**src/rtl/multicycle_pkg.sv**
```systemverilog
// rtl/multicycle_pkg.sv - shared types, encodings and decode helpers for the multi-cycle control unit
package multicycle_pkg;

    typedef enum logic [4:0] {
        S_BOOT,
        S_FETCH,
        S_DECODE,
        S_MEMADR,
        S_MEMREAD,
        S_MEMWB,
        S_MEMWRITE,
        S_EXECR,
        S_EXECI,
        S_LUI,
        S_AUIPC,
        S_ALUWB,
        S_BRANCH,
        S_JAL,
        S_JALR,
        S_JALRLINK,
        S_TRAP
    } state_t;

    // ALU operation codes, cast to the configured ALUControl width at use
    localparam int ALU_ADD  = 0;
    localparam int ALU_SUB  = 1;
    localparam int ALU_AND  = 2;
    localparam int ALU_OR   = 3;
    localparam int ALU_XOR  = 4;
    localparam int ALU_SLT  = 5;
    localparam int ALU_SLTU = 6;
    localparam int ALU_SLL  = 7;
    localparam int ALU_SRL  = 8;
    localparam int ALU_SRA  = 9;

    localparam logic [2:0] IMM_I = 3'b000;
    localparam logic [2:0] IMM_S = 3'b001;
    localparam logic [2:0] IMM_B = 3'b010;
    localparam logic [2:0] IMM_U = 3'b011;
    localparam logic [2:0] IMM_J = 3'b100;

    localparam logic [1:0] SRCA_PC    = 2'b00;
    localparam logic [1:0] SRCA_OLDPC = 2'b01;
    localparam logic [1:0] SRCA_A     = 2'b10;
    localparam logic [1:0] SRCA_ZERO  = 2'b11;

    localparam logic [1:0] SRCB_B    = 2'b00;
    localparam logic [1:0] SRCB_IMM  = 2'b01;
    localparam logic [1:0] SRCB_FOUR = 2'b10;

    localparam logic [1:0] RES_ALUOUT    = 2'b00;
    localparam logic [1:0] RES_DATA      = 2'b01;
    localparam logic [1:0] RES_ALURESULT = 2'b10;

    localparam logic [6:0] OP_LOAD   = 7'b0000011;
    localparam logic [6:0] OP_STORE  = 7'b0100011;
    localparam logic [6:0] OP_RTYPE  = 7'b0110011;
    localparam logic [6:0] OP_ITYPE  = 7'b0010011;
    localparam logic [6:0] OP_LUI    = 7'b0110111;
    localparam logic [6:0] OP_AUIPC  = 7'b0010111;
    localparam logic [6:0] OP_BRANCH = 7'b1100011;
    localparam logic [6:0] OP_JAL    = 7'b1101111;
    localparam logic [6:0] OP_JALR   = 7'b1100111;

    localparam logic [1:0] CAUSE_NONE    = 2'b00;
    localparam logic [1:0] CAUSE_ILLEGAL = 2'b01;
    localparam logic [1:0] CAUSE_TIMEOUT = 2'b10;

    // Immediate format selected purely by opcode; unknown opcodes fall back to I
    function automatic logic [2:0] imm_src_for(input logic [6:0] op);
        case (op)
            OP_STORE:        return IMM_S;
            OP_BRANCH:       return IMM_B;
            OP_LUI, OP_AUIPC: return IMM_U;
            OP_JAL:          return IMM_J;
            default:         return IMM_I;
        endcase
    endfunction

    // Reserved funct3/funct7 combinations within otherwise supported opcodes
    function automatic logic encoding_legal(input logic [6:0] op,
                                            input logic [2:0] funct3,
                                            input logic       funct7b5);
        case (op)
            OP_BRANCH: return !(funct3 == 3'b010 || funct3 == 3'b011);
            OP_LOAD:   return !(funct3 == 3'b011 || funct3 == 3'b110 || funct3 == 3'b111);
            OP_STORE:  return funct3 <= 3'b010;
            OP_JALR:   return funct3 == 3'b000;
            OP_RTYPE:  return !funct7b5 || funct3 == 3'b000 || funct3 == 3'b101;
            OP_ITYPE:  return !(funct3 == 3'b001 && funct7b5);
            default:   return 1'b1;
        endcase
    endfunction

endpackage

```
**src/rtl/alu_decoder.sv**
```systemverilog
// rtl/alu_decoder.sv - funct3/funct7b5 to ALUControl mapping for register and immediate ALU ops
module alu_decoder
    import multicycle_pkg::*;
#(
    parameter int ALUCTRL_WIDTH = 4
) (
    input  logic [2:0]               funct3,
    input  logic                     funct7b5,
    input  logic                     is_rtype,
    output logic [ALUCTRL_WIDTH-1:0] alu_control
);

    // SUB exists only in register form; SRA is selected by bit 30 in both forms
    always_comb begin
        alu_control = ALUCTRL_WIDTH'(ALU_ADD);
        case (funct3)
            3'b000:  alu_control = (is_rtype && funct7b5) ? ALUCTRL_WIDTH'(ALU_SUB)
                                                          : ALUCTRL_WIDTH'(ALU_ADD);
            3'b001:  alu_control = ALUCTRL_WIDTH'(ALU_SLL);
            3'b010:  alu_control = ALUCTRL_WIDTH'(ALU_SLT);
            3'b011:  alu_control = ALUCTRL_WIDTH'(ALU_SLTU);
            3'b100:  alu_control = ALUCTRL_WIDTH'(ALU_XOR);
            3'b101:  alu_control = funct7b5 ? ALUCTRL_WIDTH'(ALU_SRA)
                                            : ALUCTRL_WIDTH'(ALU_SRL);
            3'b110:  alu_control = ALUCTRL_WIDTH'(ALU_OR);
            default: alu_control = ALUCTRL_WIDTH'(ALU_AND);
        endcase
    end

endmodule

```
**src/rtl/multicycle_control_unit.sv**
```systemverilog
// rtl/multicycle_control_unit.sv - RV32I multi-cycle sequencer with memory handshake and trapping
module multicycle_control_unit
    import multicycle_pkg::*;
#(
    parameter int ALUCTRL_WIDTH = 4,
    parameter int MEM_TIMEOUT   = 16
) (
    input  logic                     clk,
    input  logic                     rst_n,
    input  logic [6:0]               op,
    input  logic [2:0]               funct3,
    input  logic                     funct7b5,
    input  logic                     Zero,
    input  logic                     Lt,
    input  logic                     Ltu,
    input  logic                     MemReady,
    output logic                     MemReq,
    output logic                     MemWrite,
    output logic [2:0]               MemSize,
    output logic                     AdrSrc,
    output logic                     IRWrite,
    output logic                     PCWrite,
    output logic                     PCMaskLsb,
    output logic                     RegWrite,
    output logic [2:0]               ImmSrc,
    output logic [1:0]               ALUSrcA,
    output logic [1:0]               ALUSrcB,
    output logic [ALUCTRL_WIDTH-1:0] ALUControl,
    output logic [1:0]               ResultSrc,
    output logic                     InstrRetired,
    output logic                     Trap,
    output logic [1:0]               TrapCause
);

    // Wait counter runs 0..MEM_TIMEOUT-1; the last value is the final cycle MemReady may arrive
    localparam int CNT_W = (MEM_TIMEOUT > 1) ? $clog2(MEM_TIMEOUT) : 1;
    localparam logic [CNT_W-1:0] CNT_LAST = CNT_W'((MEM_TIMEOUT > 0) ? MEM_TIMEOUT - 1 : 0);

    state_t                   state;
    state_t                   next_state;
    logic [CNT_W-1:0]         wait_cnt;
    logic [1:0]               cause_q;
    logic [1:0]               next_cause;
    logic                     expired;
    logic                     mem_wait;
    logic                     taken;
    logic [ALUCTRL_WIDTH-1:0] dec_ctrl;

    alu_decoder #(
        .ALUCTRL_WIDTH(ALUCTRL_WIDTH)
    ) u_alu_decoder (
        .funct3      (funct3),
        .funct7b5    (funct7b5),
        .is_rtype    (state == S_EXECR),
        .alu_control (dec_ctrl)
    );

    assign mem_wait = (state == S_FETCH) || (state == S_MEMREAD) || (state == S_MEMWRITE);
    assign expired  = (MEM_TIMEOUT > 0) && (wait_cnt == CNT_LAST);

    // Branch condition from the comparator flags; reserved funct3 never reaches BRANCH
    always_comb begin
        taken = 1'b0;
        case (funct3)
            3'b000:  taken = Zero;
            3'b001:  taken = !Zero;
            3'b100:  taken = Lt;
            3'b101:  taken = !Lt;
            3'b110:  taken = Ltu;
            3'b111:  taken = !Ltu;
            default: taken = 1'b0;
        endcase
    end

    // State register; reset aborts any access in flight
    always_ff @(posedge clk or negedge rst_n) begin
        if (!rst_n) begin
            state <= S_BOOT;
        end else begin
            state <= next_state;
        end
    end

    // Wait counter restarts on every state change and counts cycles spent stalled on memory
    always_ff @(posedge clk or negedge rst_n) begin
        if (!rst_n) begin
            wait_cnt <= '0;
        end else if (next_state != state) begin
            wait_cnt <= '0;
        end else if (mem_wait) begin
            wait_cnt <= wait_cnt + 1'b1;
        end
    end

    // Trap cause is captured on entry to TRAP and kept until reset
    always_ff @(posedge clk or negedge rst_n) begin
        if (!rst_n) begin
            cause_q <= CAUSE_NONE;
        end else begin
            cause_q <= next_cause;
        end
    end

    // Next-state and control outputs
    always_comb begin
        next_state   = state;
        next_cause   = cause_q;
        MemReq       = 1'b0;
        MemWrite     = 1'b0;
        MemSize      = 3'b000;
        AdrSrc       = 1'b0;
        IRWrite      = 1'b0;
        PCWrite      = 1'b0;
        PCMaskLsb    = 1'b0;
        RegWrite     = 1'b0;
        ImmSrc       = imm_src_for(op);
        ALUSrcA      = SRCA_PC;
        ALUSrcB      = SRCB_B;
        ALUControl   = ALUCTRL_WIDTH'(ALU_ADD);
        ResultSrc    = RES_ALUOUT;
        InstrRetired = 1'b0;
        Trap         = 1'b0;
        TrapCause    = CAUSE_NONE;

        case (state)
            S_BOOT: begin
                ImmSrc     = 3'b000;
                next_state = S_FETCH;
            end
            S_FETCH: begin
                MemReq    = 1'b1;
                ALUSrcA   = SRCA_PC;
                ALUSrcB   = SRCB_FOUR;
                ResultSrc = RES_ALURESULT;
                if (MemReady) begin
                    IRWrite    = 1'b1;
                    PCWrite    = 1'b1;
                    next_state = S_DECODE;
                end else if (expired) begin
                    next_state = S_TRAP;
                    next_cause = CAUSE_TIMEOUT;
                end
            end
            S_DECODE: begin
                ALUSrcA = SRCA_OLDPC;
                ALUSrcB = SRCB_IMM;
                if (!encoding_legal(op, funct3, funct7b5)) begin
                    next_state = S_TRAP;
                    next_cause = CAUSE_ILLEGAL;
                end else begin
                    case (op)
                        OP_LOAD, OP_STORE: next_state = S_MEMADR;
                        OP_RTYPE:          next_state = S_EXECR;
                        OP_ITYPE:          next_state = S_EXECI;
                        OP_LUI:            next_state = S_LUI;
                        OP_AUIPC:          next_state = S_AUIPC;
                        OP_BRANCH:         next_state = S_BRANCH;
                        OP_JAL:            next_state = S_JAL;
                        OP_JALR:           next_state = S_JALR;
                        default: begin
                            next_state = S_TRAP;
                            next_cause = CAUSE_ILLEGAL;
                        end
                    endcase
                end
            end
            S_MEMADR: begin
                ALUSrcA    = SRCA_A;
                ALUSrcB    = SRCB_IMM;
                next_state = (op == OP_STORE) ? S_MEMWRITE : S_MEMREAD;
            end
            S_MEMREAD: begin
                MemReq  = 1'b1;
                AdrSrc  = 1'b1;
                MemSize = funct3;
                if (MemReady) begin
                    next_state = S_MEMWB;
                end else if (expired) begin
                    next_state = S_TRAP;
                    next_cause = CAUSE_TIMEOUT;
                end
            end
            S_MEMWRITE: begin
                MemReq   = 1'b1;
                MemWrite = 1'b1;
                AdrSrc   = 1'b1;
                MemSize  = funct3;
                if (MemReady) begin
                    InstrRetired = 1'b1;
                    next_state   = S_FETCH;
                end else if (expired) begin
                    next_state = S_TRAP;
                    next_cause = CAUSE_TIMEOUT;
                end
            end
            S_MEMWB: begin
                ResultSrc    = RES_DATA;
                RegWrite     = 1'b1;
                InstrRetired = 1'b1;
                next_state   = S_FETCH;
            end
            S_EXECR: begin
                ALUSrcA    = SRCA_A;
                ALUSrcB    = SRCB_B;
                ALUControl = dec_ctrl;
                next_state = S_ALUWB;
            end
            S_EXECI: begin
                ALUSrcA    = SRCA_A;
                ALUSrcB    = SRCB_IMM;
                ALUControl = dec_ctrl;
                next_state = S_ALUWB;
            end
            S_LUI: begin
                ALUSrcA    = SRCA_ZERO;
                ALUSrcB    = SRCB_IMM;
                next_state = S_ALUWB;
            end
            S_AUIPC: begin
                ALUSrcA    = SRCA_OLDPC;
                ALUSrcB    = SRCB_IMM;
                next_state = S_ALUWB;
            end
            S_ALUWB: begin
                ResultSrc    = RES_ALUOUT;
                RegWrite     = 1'b1;
                InstrRetired = 1'b1;
                next_state   = S_FETCH;
            end
            S_BRANCH: begin
                ALUSrcA      = SRCA_A;
                ALUSrcB      = SRCB_B;
                ALUControl   = ALUCTRL_WIDTH'(ALU_SUB);
                ResultSrc    = RES_ALUOUT;
                PCWrite      = taken;
                InstrRetired = 1'b1;
                next_state   = S_FETCH;
            end
            S_JAL: begin
                ResultSrc  = RES_ALUOUT;
                PCWrite    = 1'b1;
                ALUSrcA    = SRCA_OLDPC;
                ALUSrcB    = SRCB_FOUR;
                next_state = S_ALUWB;
            end
            S_JALR: begin
                ALUSrcA    = SRCA_A;
                ALUSrcB    = SRCB_IMM;
                ResultSrc  = RES_ALURESULT;
                PCWrite    = 1'b1;
                PCMaskLsb  = 1'b1;
                next_state = S_JALRLINK;
            end
            S_JALRLINK: begin
                ALUSrcA    = SRCA_OLDPC;
                ALUSrcB    = SRCB_FOUR;
                next_state = S_ALUWB;
            end
            S_TRAP: begin
                ImmSrc    = 3'b000;
                Trap      = 1'b1;
                TrapCause = cause_q;
            end
            default: begin
                next_state = S_BOOT;
            end
        endcase
    end

endmodule

```
**config.mk**
```make
export PLATFORM = sky130hd
export DESIGN_NAME = multicycle_control_unit
export DESIGN_NICKNAME = d
export VERILOG_FILES = /design/src/rtl/multicycle_pkg.sv /design/src/rtl/alu_decoder.sv /design/src/rtl/multicycle_control_unit.sv
export SDC_FILE = /design/constraint.sdc
export NUM_CORES = 1
export LEC_CHECK = 0
export CAP_MARGIN = 25
export CORE_AREA = 2 2 70 59
export DETAILED_ROUTE_END_ITERATION = 8
export DIE_AREA = 0 0 72 61
export PLACE_DENSITY = 0.75
export SLEW_MARGIN = 40
export SYNTH_ARGS = -nofsm -noshare
export SYNTH_HDL_FRONTEND = slang
export SYNTH_SLANG_ARGS = --single-unit
```
**constraint.sdc**
```tcl
create_clock -name clk -period 1.95 [get_ports clk]
set_clock_uncertainty 0.15 [all_clocks]
set_input_delay 0.39 -clock clk [delete_from_list [all_inputs] [get_ports clk]]
set_output_delay 0.39 -clock clk [all_outputs]
set_load 0.005 [all_outputs]
```
==> impl_metrics.csv, run 1 <==
group,metric,value,unit
run_status,flow.stopped_at,"global routing (5_1_grt)",
synth,synth_top_area_share,17.8,%
synth,synth.lib_cells_used.distinct,57,
synth,ys.flop_type,"sky130_fd_sc_hd__dfrtp_1",
floorplanning,start_util,42.0,%
synth,synthTopCellsByArea,"sky130_fd_sc_hd__dfrtp_1 (18%), sky130_fd_sc_hd__nor2_1 (6.8%), sky130_fd_sc_hd__a21oi_1 (5.2%)",
run_status,flow.first_error,"[ERROR GRT-0232] Routing congestion too high. Check the congestion heatmap in the GUI.",
synth,async_flop_share,100,%
placed_design,post_detailed_placement_half_perimeter_wirelength,4.25,mm
global_route,gr-usage-all-layers,64.7,%
floorplanning,die-width,72,microns
floorplanning,floorplan.io_pins,44,
clocking,cts_htree_levels,1,
clocking,cts-root-buf,"sky130_fd_sc_hd__clkbuf_8",
global_route,grt_max_degree,23,
synth,synth.most_common_cell,"sky130_fd_sc_hd__nor2_1",
synth,synth_nets,237,
synth,ys_seq_area_share,17.8,%
placed_design,dpl-instance-area,2540,sq um
synth,synth_cells,219,
clocking,clk_path_buf_depth,2,
global_route,antenna_found_initial,4,
global_route,grt_overflow_total,1,
synth,postSynthAreaPerCell,7.06,sq um
placed_design,gp_congestion,0.999,
synth,syn_area,1550,sq um
synth,netlist.top_cell.by_area,"sky130_fd_sc_hd__dfrtp_1",
placed_design,numPlacedInstances,368,
clocking,cts_made_buffers,3,
timing,worst-ep-kind,"top-level output",
clocking,numClockSinks,11,
synth,synth.ff_latch_count,11,
timing,timing.grt.repair.worst_endpoint,"ALUControl[0]",
placed_design,placement.io_buffers,43,
synth,synth_edf_count,0,
run_status,run_status,"stopped before the end",
synth,synth_commonest_cells,"sky130_fd_sc_hd__nor2_1 (28), sky130_fd_sc_hd__a21oi_1 (16), sky130_fd_sc_hd__nand2_1 (16)",
floorplanning,row_count,20,
floorplanning,die_h,61,microns
synth,synthesis_warnings,0,
repair_timing:
| action | in CTS |
|---|---|
| hold buffers | 0 |
| setup endpoints to repair | 38 |
| buffers inserted | 31 |
| pin swaps | 36 |
| cloned | 0 |
| resized for setup | 234 |
metal layers:
layer  global-route usage (%)  overflow
met1                     64.5         0
met2                     86.4         1
met3                     44.5         0
met4                     65.8         0
met5                     15.6         0
logic make-up after synthesis:
kind of cell / share of synthesized area [%]
multiplexers: 2.59
AND/OR/NAND/NOR: 35.2
adder cells (fa/ha/maj): 0.809
XOR/XNOR: 3.96
flip-flops: 17.8
buffers and inverters: 9.63
AO/OA/AOI/OAI: 30.0
per-stage QoR:
step | utilization, % | setup WS [ns] | hold WS (ns)
after CTS | 82.8 | -0.368 | 0.322
after detailed placement | 68.9 | -0.682 | 0.312
after global placement | 68.9 | -0.633 | 0.313
after floorplan | - | -0.0766 | -0.0556
==> run 2: changes to the inputs <==
--- a/config.mk
+++ b/config.mk
@@ -6,10 +6,10 @@
 export NUM_CORES = 1
 export LEC_CHECK = 0
 export CAP_MARGIN = 25
-export CORE_AREA = 2 2 70 59
+export CORE_AREA = 2 2 70 72
 export DETAILED_ROUTE_END_ITERATION = 8
-export DIE_AREA = 0 0 72 61
-export PLACE_DENSITY = 0.75
+export DIE_AREA = 0 0 72 74
+export PLACE_DENSITY_LB_ADDON = 0.15
 export SLEW_MARGIN = 40
 export SYNTH_ARGS = -nofsm -noshare
 export SYNTH_HDL_FRONTEND = slang
==> constraint.sdc (replaced) <==
create_clock -name clk -period 2.54 [get_ports clk]
set_clock_uncertainty 0.15 [all_clocks]
set_input_delay 0.508 -clock clk [delete_from_list [all_inputs] [get_ports clk]]
set_output_delay 0.508 -clock clk [all_outputs]
set_load 0.005 [all_outputs]
==> run 2 against run 1 <==
Against the previous run: synthesized area did not move; the flow now finishes without violations; synthesized cell count did not move.
==> impl_metrics.csv, run 2 <==
group,metric,value,unit
clocking,cts_made_buffers,3,
global_route,antenna_found_initial,0,
worst_setup_path,critical_path_required,1.88,ns
drt,postRouteWirelength,5.15,mm
global_route,gr-max-usage-layer,"met2",
pwr,static-leakage-power,1.29,nW
final_layout,area.growth.synth_to_final,73.1,%
clocking,clock_latency,0.24,ns
final_layout,instances_no_fill,379,
global_route,via_count_of_the_first_global_routing_pass,1883,
synth,ys_seq_area_share,17.8,%
global_route,global_route.usage.met2,34.2,%
final_layout,fillerInstances,449,
worst_setup_path,critical_path_start_type,"register",
drt,post-route-drc-count,0,
floorplanning,die_h,74,microns
synth,synthTopCellsByArea,"sky130_fd_sc_hd__dfrtp_1 (18%), sky130_fd_sc_hd__nor2_1 (6.8%), sky130_fd_sc_hd__a21oi_1 (5.2%)",
worst_setup_path,worstSetupEndpointType,"output port",
final_layout,reg.largest.list,"state: 5 flops, wait_cnt: 4 flops, cause_q: 2 flops",
global_route,grt_overflow_total,0,
synth,synth.most_common_cell,"sky130_fd_sc_hd__nor2_1",
synth,synth_top_area_share,17.8,%
synth,synth_commonest_cells,"sky130_fd_sc_hd__nor2_1 (28), sky130_fd_sc_hd__a21oi_1 (16), sky130_fd_sc_hd__nand2_1 (16)",
synth,async_flop_share,100,%
final_layout,design.final.nets,344,
final_layout,drive_above_1_share,38.8,%
timing,worst_slew_pin_slew,0.603,ns
floorplanning,row_count,25,
min_path,worstHoldPathType,"reg -> reg",
drt,routed-via-count,1974,
timing,setup-tns-final,0,ns
clocking,cts-root-buf,"sky130_fd_sc_hd__clkbuf_8",
drt,wl_per_cell,13.6,microns
timing,rsz0062_at_grt,"no",
synth,synth_nets,237,
clocking,clk_path_buf_depth,2,
worst_setup_path,highest_net_fanout_along_the_worst_path,4,
final_layout,diode_insertion_count_for_antenna_repair,0,
final_layout,regMostFlops,"state",
timing,setup-violations-final,0,
clocking,cts_htree_levels,1,
pwr,vdd_ir_drop_max,0.509,mV
global_route,global_routing_met1_resource_utilization,27.2,%
floorplanning,die-width,72,microns
synth,netlist.top_cell.by_area,"sky130_fd_sc_hd__dfrtp_1",
timing,report.final.hold_viol_count,0,
pwr,power_density,838,nW/um^2
placed_design,dpl-instance-area,2440,sq um
clocking,cts.reportedPaths.clkPinSlew,0.05,ns
synth,postSynthAreaPerCell,7.06,sq um
placed_design,placement.io_buffers,43,
timing,achievable-frequency,0.404,GHz
floorplanning,design.die.area,5330,sq um
final_layout,layout.cells.most_common,"sky130_fd_sc_hd__buf_4",
synth,synthesis_warnings,0,
final_layout,layout.cell_area.non_filler,2680,sq um
placed_design,gp_congestion,0.910,
floorplanning,core_area,4600,sq um
run,timing.max_cap.violations,0,
synth,synth_edf_count,0,
placed_design,post_detailed_placement_half_perimeter_wirelength,4.04,mm
drt,dr.first_iter.drc_count,93,
timing,post-route-period-util,97.4,%
drt,postRouteAntennaNets,0,
synth,syn_area,1550,sq um
worst_setup_path,critPathArrivalTime,1.82,ns
synth,synth.lib_cells_used.distinct,57,
global_route,grt_max_degree,13,
run_status,run_status,"finished clean",
worst_setup_path,crit_type,"reg -> out",
clocking,tritoncts,"done",
drt,drtPass1Iterations,4,
timing,slew_viol_final,0,
final_layout,mostFrequentLayoutCells,"sky130_fd_sc_hd__buf_4 (72), sky130_fd_sc_hd__nor2_1 (22), sky130_fd_sc_hd__nand2_1 (16)",
global_route,gr-usage-met3,1.63,%
synth,synth.ff_latch_count,11,
floorplanning,floorplan.io_pins,44,
final_layout,largest_register_ffs,5,
global_route,gr-usage-all-layers,20.0,%
drt,vias_per_cell,5.21,
clocking,numClockSinks,11,
clocking,ctsHoldBuffers,0,
placed_design,numPlacedInstances,365,
timing,max-slew-margin-rel,59.3,%
synth,synth_cells,219,
floorplanning,start_util,33.6,%
timing,finalWorstPathRequiredPeriod,2.47,ns
global_route,wire_length_of_the_first_global_routing_pass,8.46,mm
synth,ys.flop_type,"sky130_fd_sc_hd__dfrtp_1",
## run 2: power by group
part	internal, mW	leakage (nW)	switching, mW	total (mW)
clock	0.110	0.0228	0.0685	0.179
sequential	0.230	0.141	0.0497	0.280
combinational	0.957	1.13	0.826	1.78
## run 2: cell families (layout without fill, tap and decap cells)
kind of cell | after synthesis | count (layout) | synth area share [%]
AND/OR/NAND/NOR | 102 | 102 | 35.2
AO/OA/AOI/OAI | 67 | 67 | 30.0
buffers and inverters | 27 | 133 | 9.63
flip-flops | 11 | 11 | 17.8
XOR/XNOR | 7 | 7 | 3.96
multiplexers | 4 | 4 | 2.59
adder cells (fa/ha/maj) | 1 | 1 | 0.809
## run 2: per-stage QoR
| stage | utilization (%) | setup WS (ns) | power, mW | hold WS, ns |
|---|---|---|---|---|
| 2_1_floorplan | - | 0.379 | 1.06 | 0.0624 |
| 3_3_place_gp | 53.2 | -0.395 | 1.78 | 0.301 |
| 3_5_place_dp | 53.2 | -0.427 | 1.78 | 0.315 |
| 4_1_cts | 56.4 | -0.127 | 2.14 | 0.326 |
| 5_1_grt | 58.2 | 0.00419 | 2.42 | 0.351 |
| 6_report | 58.2 | 0.0664 | 2.24 | 0.321 |
## run 2: critical path, stage by stage, from the launching register on
cell                              delay (ns)
sky130_fd_sc_hd__dfrtp_1                0.38
sky130_fd_sc_hd__buf_4                  0.14
sky130_fd_sc_hd__or2_4                  0.28
sky130_fd_sc_hd__nor3_4                 0.21
sky130_fd_sc_hd__buf_6                  0.12
sky130_fd_sc_hd__buf_4                  0.10
sky130_fd_sc_hd__and3_1                 0.15
sky130_fd_sc_hd__clkdlybuf4s15_1        0.20
## run 2: routing by layer
metal  up-vias  part of all wire [%]
met5         -                     0
met4         0                   1.3
met3         8                   3.4
met2        39                    46
met1       919                    49
li1       1008                     -
## run 2: layout make-up
class | count | area [sq um] | area share, %
Multi-Input combinational cell | 181 | 1250 | 46.7
Timing Repair Buffer | 120 | 1000 | 37.5
Sequential cell | 11 | 278 | 10.4
Tap cell | 54 | 67.6 | 2.52
Clock buffer | 4 | 45.0 | 1.68
Inverter | 9 | 33.8 | 1.26
## run 2: timing repair
item / CTS / global route
gates resized for setup: 56 / 35
setup buffers: 8 / 3
endpoints found under the setup margin: 26 / 22
pin swaps: 5 / 11
## run 2: path summary, 6_finish.rpt
path / from / to / slack, ns / depth (start not counted)
max: state[2] / TrapCause[0] / 0.07 / 7
min: cause_q[0] / cause_q[0] / 0.32 / 1
max reg2reg: state[2] / wait_cnt[0] / 0.15 / 9
min reg2reg: cause_q[0] / cause_q[0] / 0.32 / 1
max in group asynchronous: rst_n / state[1] / 1.39 / 1
min in group asynchronous: rst_n / wait_cnt[0] / 0.47 / 1
(Power assumes the default switching activity.)
==> run 3: changes to the inputs <==
--- a/config.mk
+++ b/config.mk
@@ -9,8 +9,10 @@
 export CORE_AREA = 2 2 70 72
 export DETAILED_ROUTE_END_ITERATION = 8
 export DIE_AREA = 0 0 72 74
+export GPL_TIMING_DRIVEN = 0
 export PLACE_DENSITY_LB_ADDON = 0.15
 export SLEW_MARGIN = 40
 export SYNTH_ARGS = -nofsm -noshare
 export SYNTH_HDL_FRONTEND = slang
 export SYNTH_SLANG_ARGS = --single-unit
+export TNS_END_PERCENT = 1
==> run 3 against run 2 <==
Against the previous run: core utilization is 9.4 points lower; clock-buffer cell count stayed put; global-route usage shrank 0.72 points; first-iteration DRC count up 40%; register-to-register slack improved by 0.09 ns; cell count fell by 15%; the run now ends with negative setup slack left; routed wire length is 6.1% lower; via count fell by 10%; sequential share of layout area increased by 1.9 points; critical path type unchanged; setup slack got worse by 0.27 ns; power down 15%.
==> impl_metrics.csv, run 3 (synthesis results as in run 2) <==
group,metric,value,unit
drt,wl_per_cell,15.0,microns
final_layout,regMostFlops,"state",
global_route,gr-usage-all-layers,19.3,%
drt,postRouteAntennaNets,0,
pwr,internal-power,1.04,mW
drt,post-route-drc-count,0,
pwr,total_switching_power,875,uW
global_route,via_count_of_the_first_global_routing_pass,1688,
floorplanning,die_h,74,microns
clocking,numClockSinks,11,
min_path,start_point_of_the_worst_hold_path,"cause_q[0]",
final_layout,largest_register_ffs,5,
final_layout,reg.largest.list,"state: 5 flops, wait_cnt: 4 flops, cause_q: 2 flops",
worst_setup_path,critical_path_start_type,"register",
floorplanning,design.die.area,5330,sq um
placed_design,gp_congestion,0.952,
clocking,clock_latency,0.24,ns
worst_setup_path,regToRegEndpoint,"wait_cnt[2]",
timing,setup-tns-final,-1.21,ns
run_status,run_status,"complete, but fails checks",
pwr,static-leakage-power,0.938,nW
run_status,violations_in_the_final_reports,"negative setup slack",
min_path,whs_path_depth,1,
pwr,share_seq_of_total_power,13.2,%
clocking,cts_htree_levels,1,
worst_setup_path,critPathArrivalTime,2.08,ns
final_layout,instances_no_fill,322,
pwr,pwr-share-comb,77.5,%
worst_setup_path,worstRegToRegCells,7,
worst_setup_path,crit-reg2reg-launch,"state[0]",
min_path,min_to,"cause_q[0]",
final_layout,drive_above_1_share,22.4,%
floorplanning,die-width,72,microns
timing,worst_slew_pin_slew,0.639,ns
placed_design,numPlacedInstances,313,
placed_design,post_detailed_placement_half_perimeter_wirelength,3.58,mm
pwr,power.clock.fraction,9.2,%
worst_setup_path,crit_type,"reg -> out",
floorplanning,core_area,4600,sq um
timing,post-route-period-util,108,%
drt,postRouteWirelength,4.83,mm
timing,slew_viol_final,0,
final_layout,design.final.nets,287,
global_route,grt_overflow_total,0,
clocking,cts-root-buf,"sky130_fd_sc_hd__clkbuf_8",
final_layout,area.growth.synth_to_final,45.1,%
global_route,antenna_found_initial,0,
drt,dr.first_iter.drc_count,130,
timing,postLayoutSetupSlackWorst,-0.199,ns
drt,routed-via-count,1771,
final_layout,layout.cells.most_common,"sky130_fd_sc_hd__clkdlybuf4s50_1",
timing,max-slew-margin-rel,56.3,%
floorplanning,start_util,33.6,%
timing,report.final.hold_viol_count,0,
final_layout,diode_insertion_count_for_antenna_repair,0,
timing,finalWorstPathRequiredPeriod,2.74,ns
timing,whs,0.323,ns
clocking,cts_made_buffers,3,
placed_design,placement.io_buffers,40,
placed_design,dpl_worst_slack,-0.473,ns
timing,rsz0062_at_grt,"yes",
drt,drtPass1Iterations,4,
drt,vias_per_cell,5.50,
pwr,vdd_ir_drop_max,0.410,mV
worst_setup_path,worst_reg2reg_setup_slack,0.24,ns
pwr,power,1.92,mW
clocking,clk_path_buf_depth,2,
worst_setup_path,highest_net_fanout_along_the_worst_path,9,
worst_setup_path,worstSetupEndpointType,"output port",
clocking,ctsHoldBuffers,0,
final_layout,mostFrequentLayoutCells,"sky130_fd_sc_hd__clkdlybuf4s50_1 (25), sky130_fd_sc_hd__nor2_1 (24), sky130_fd_sc_hd__nand2_1 (15), sky130_fd_sc_hd__a21oi_1 (13), sky130_fd_sc_hd__dfrtp_1 (10)",
timing,setup-violations-final,9,
min_path,worstHoldPathType,"reg -> reg",
floorplanning,row_count,25,
timing,achievable-frequency,0.365,GHz
floorplanning,floorplan.io_pins,44,
pwr,switching_share,45.7,%
run,timing.max_cap.violations,0,
global_route,grt_max_degree,12,
pwr,power_density,854,nW/um^2
worst_setup_path,critical_path_required,1.88,ns
clocking,tritoncts,"done",
global_route,wire_length_of_the_first_global_routing_pass,8.22,mm
clocking,cts.reportedPaths.clkPinSlew,0.05,ns
run 3: changes by cell type in the layout (fill, tap and decap cells not counted), moves of 3 or more:
| cell | delta |
|---|---|
| sky130_fd_sc_hd__buf_4 | -65 |
| sky130_fd_sc_hd__clkbuf_8 | +3 |
| sky130_fd_sc_hd__dlygate4sd2_1 | -6 |
| sky130_fd_sc_hd__clkdlybuf4s50_1 | +11 |
| sky130_fd_sc_hd__buf_6 | +4 |
| sky130_fd_sc_hd__nor2_2 | -4 |
| sky130_fd_sc_hd__dlymetal6s2s_1 | -3 |
run 3: power by group through the flow:
stage | registers (mW) | clock network [mW] | logic, mW
after floorplan | 0.255 | 0 | 0.809
after global placement | 0.262 | 0 | 1.24
after detailed placement | 0.264 | 0 | 1.25
after CTS | 0.253 | 0.181 | 1.45
after global routing | 0.261 | 0.194 | 1.64
final | 0.253 | 0.177 | 1.49
run 3: how the worst max path moves through the flow:
stage	cells after the start	to	start
floorplan	7	wait_cnt[0]	funct3[2]
global placement	7	PCWrite	funct3[1]
detailed placement	8	wait_cnt[2]	funct3[0]
CTS	7	PCWrite	state[2]
global route	6	TrapCause[1]	state[2]
finish	7	PCWrite	state[2]
run 3: cell type report:
type | instances | area [sq um]
fillers | 480 | 2350
multi-input cells | 181 | 1230
repair buffers | 45 | 420
flip-flops and latches | 11 | 277
plain buffers | 18 | 165
well taps | 54 | 67.6
clock buffers | 4 | 45.0
inverters | 9 | 37.5
run 3: layer usage:
layer  wire (microns)  share of wire, %  GRT usage (%)  vias up
met5                0                 0              0        -
met4               93               1.9           6.29        0
met3              257               5.3           2.57       10
met2             2160                45           30.5       53
met1             2320                48           27.3      813
li1                 -                 -              -      895
run 3: timing repair:
item                                    CTS  global route
gates resized for setup                  63            17
endpoints found under the setup margin   28            27
pin swaps                                 3             5
setup buffers                             5             0
run 3: worst max-delay path: stages, from the launching register on:
cell and delay (ns):
sky130_fd_sc_hd__dfrtp_1 0.37, sky130_fd_sc_hd__buf_6 0.14, sky130_fd_sc_hd__or2_1 0.23, sky130_fd_sc_hd__clkbuf_8 0.16
sky130_fd_sc_hd__nor3_4 0.20, sky130_fd_sc_hd__and2_4 0.17, sky130_fd_sc_hd__a31o_2 0.09, sky130_fd_sc_hd__clkdlybuf4s50_1 0.49
run 3: stage by stage:
step	utilization, %	cell area, sq um
3_5_place_dp	43.8	2010
4_1_cts	48.0	2210
2_1_floorplan	-	1550
3_3_place_gp	43.8	2010
6_report	48.8	2240
5_1_grt	48.8	2240
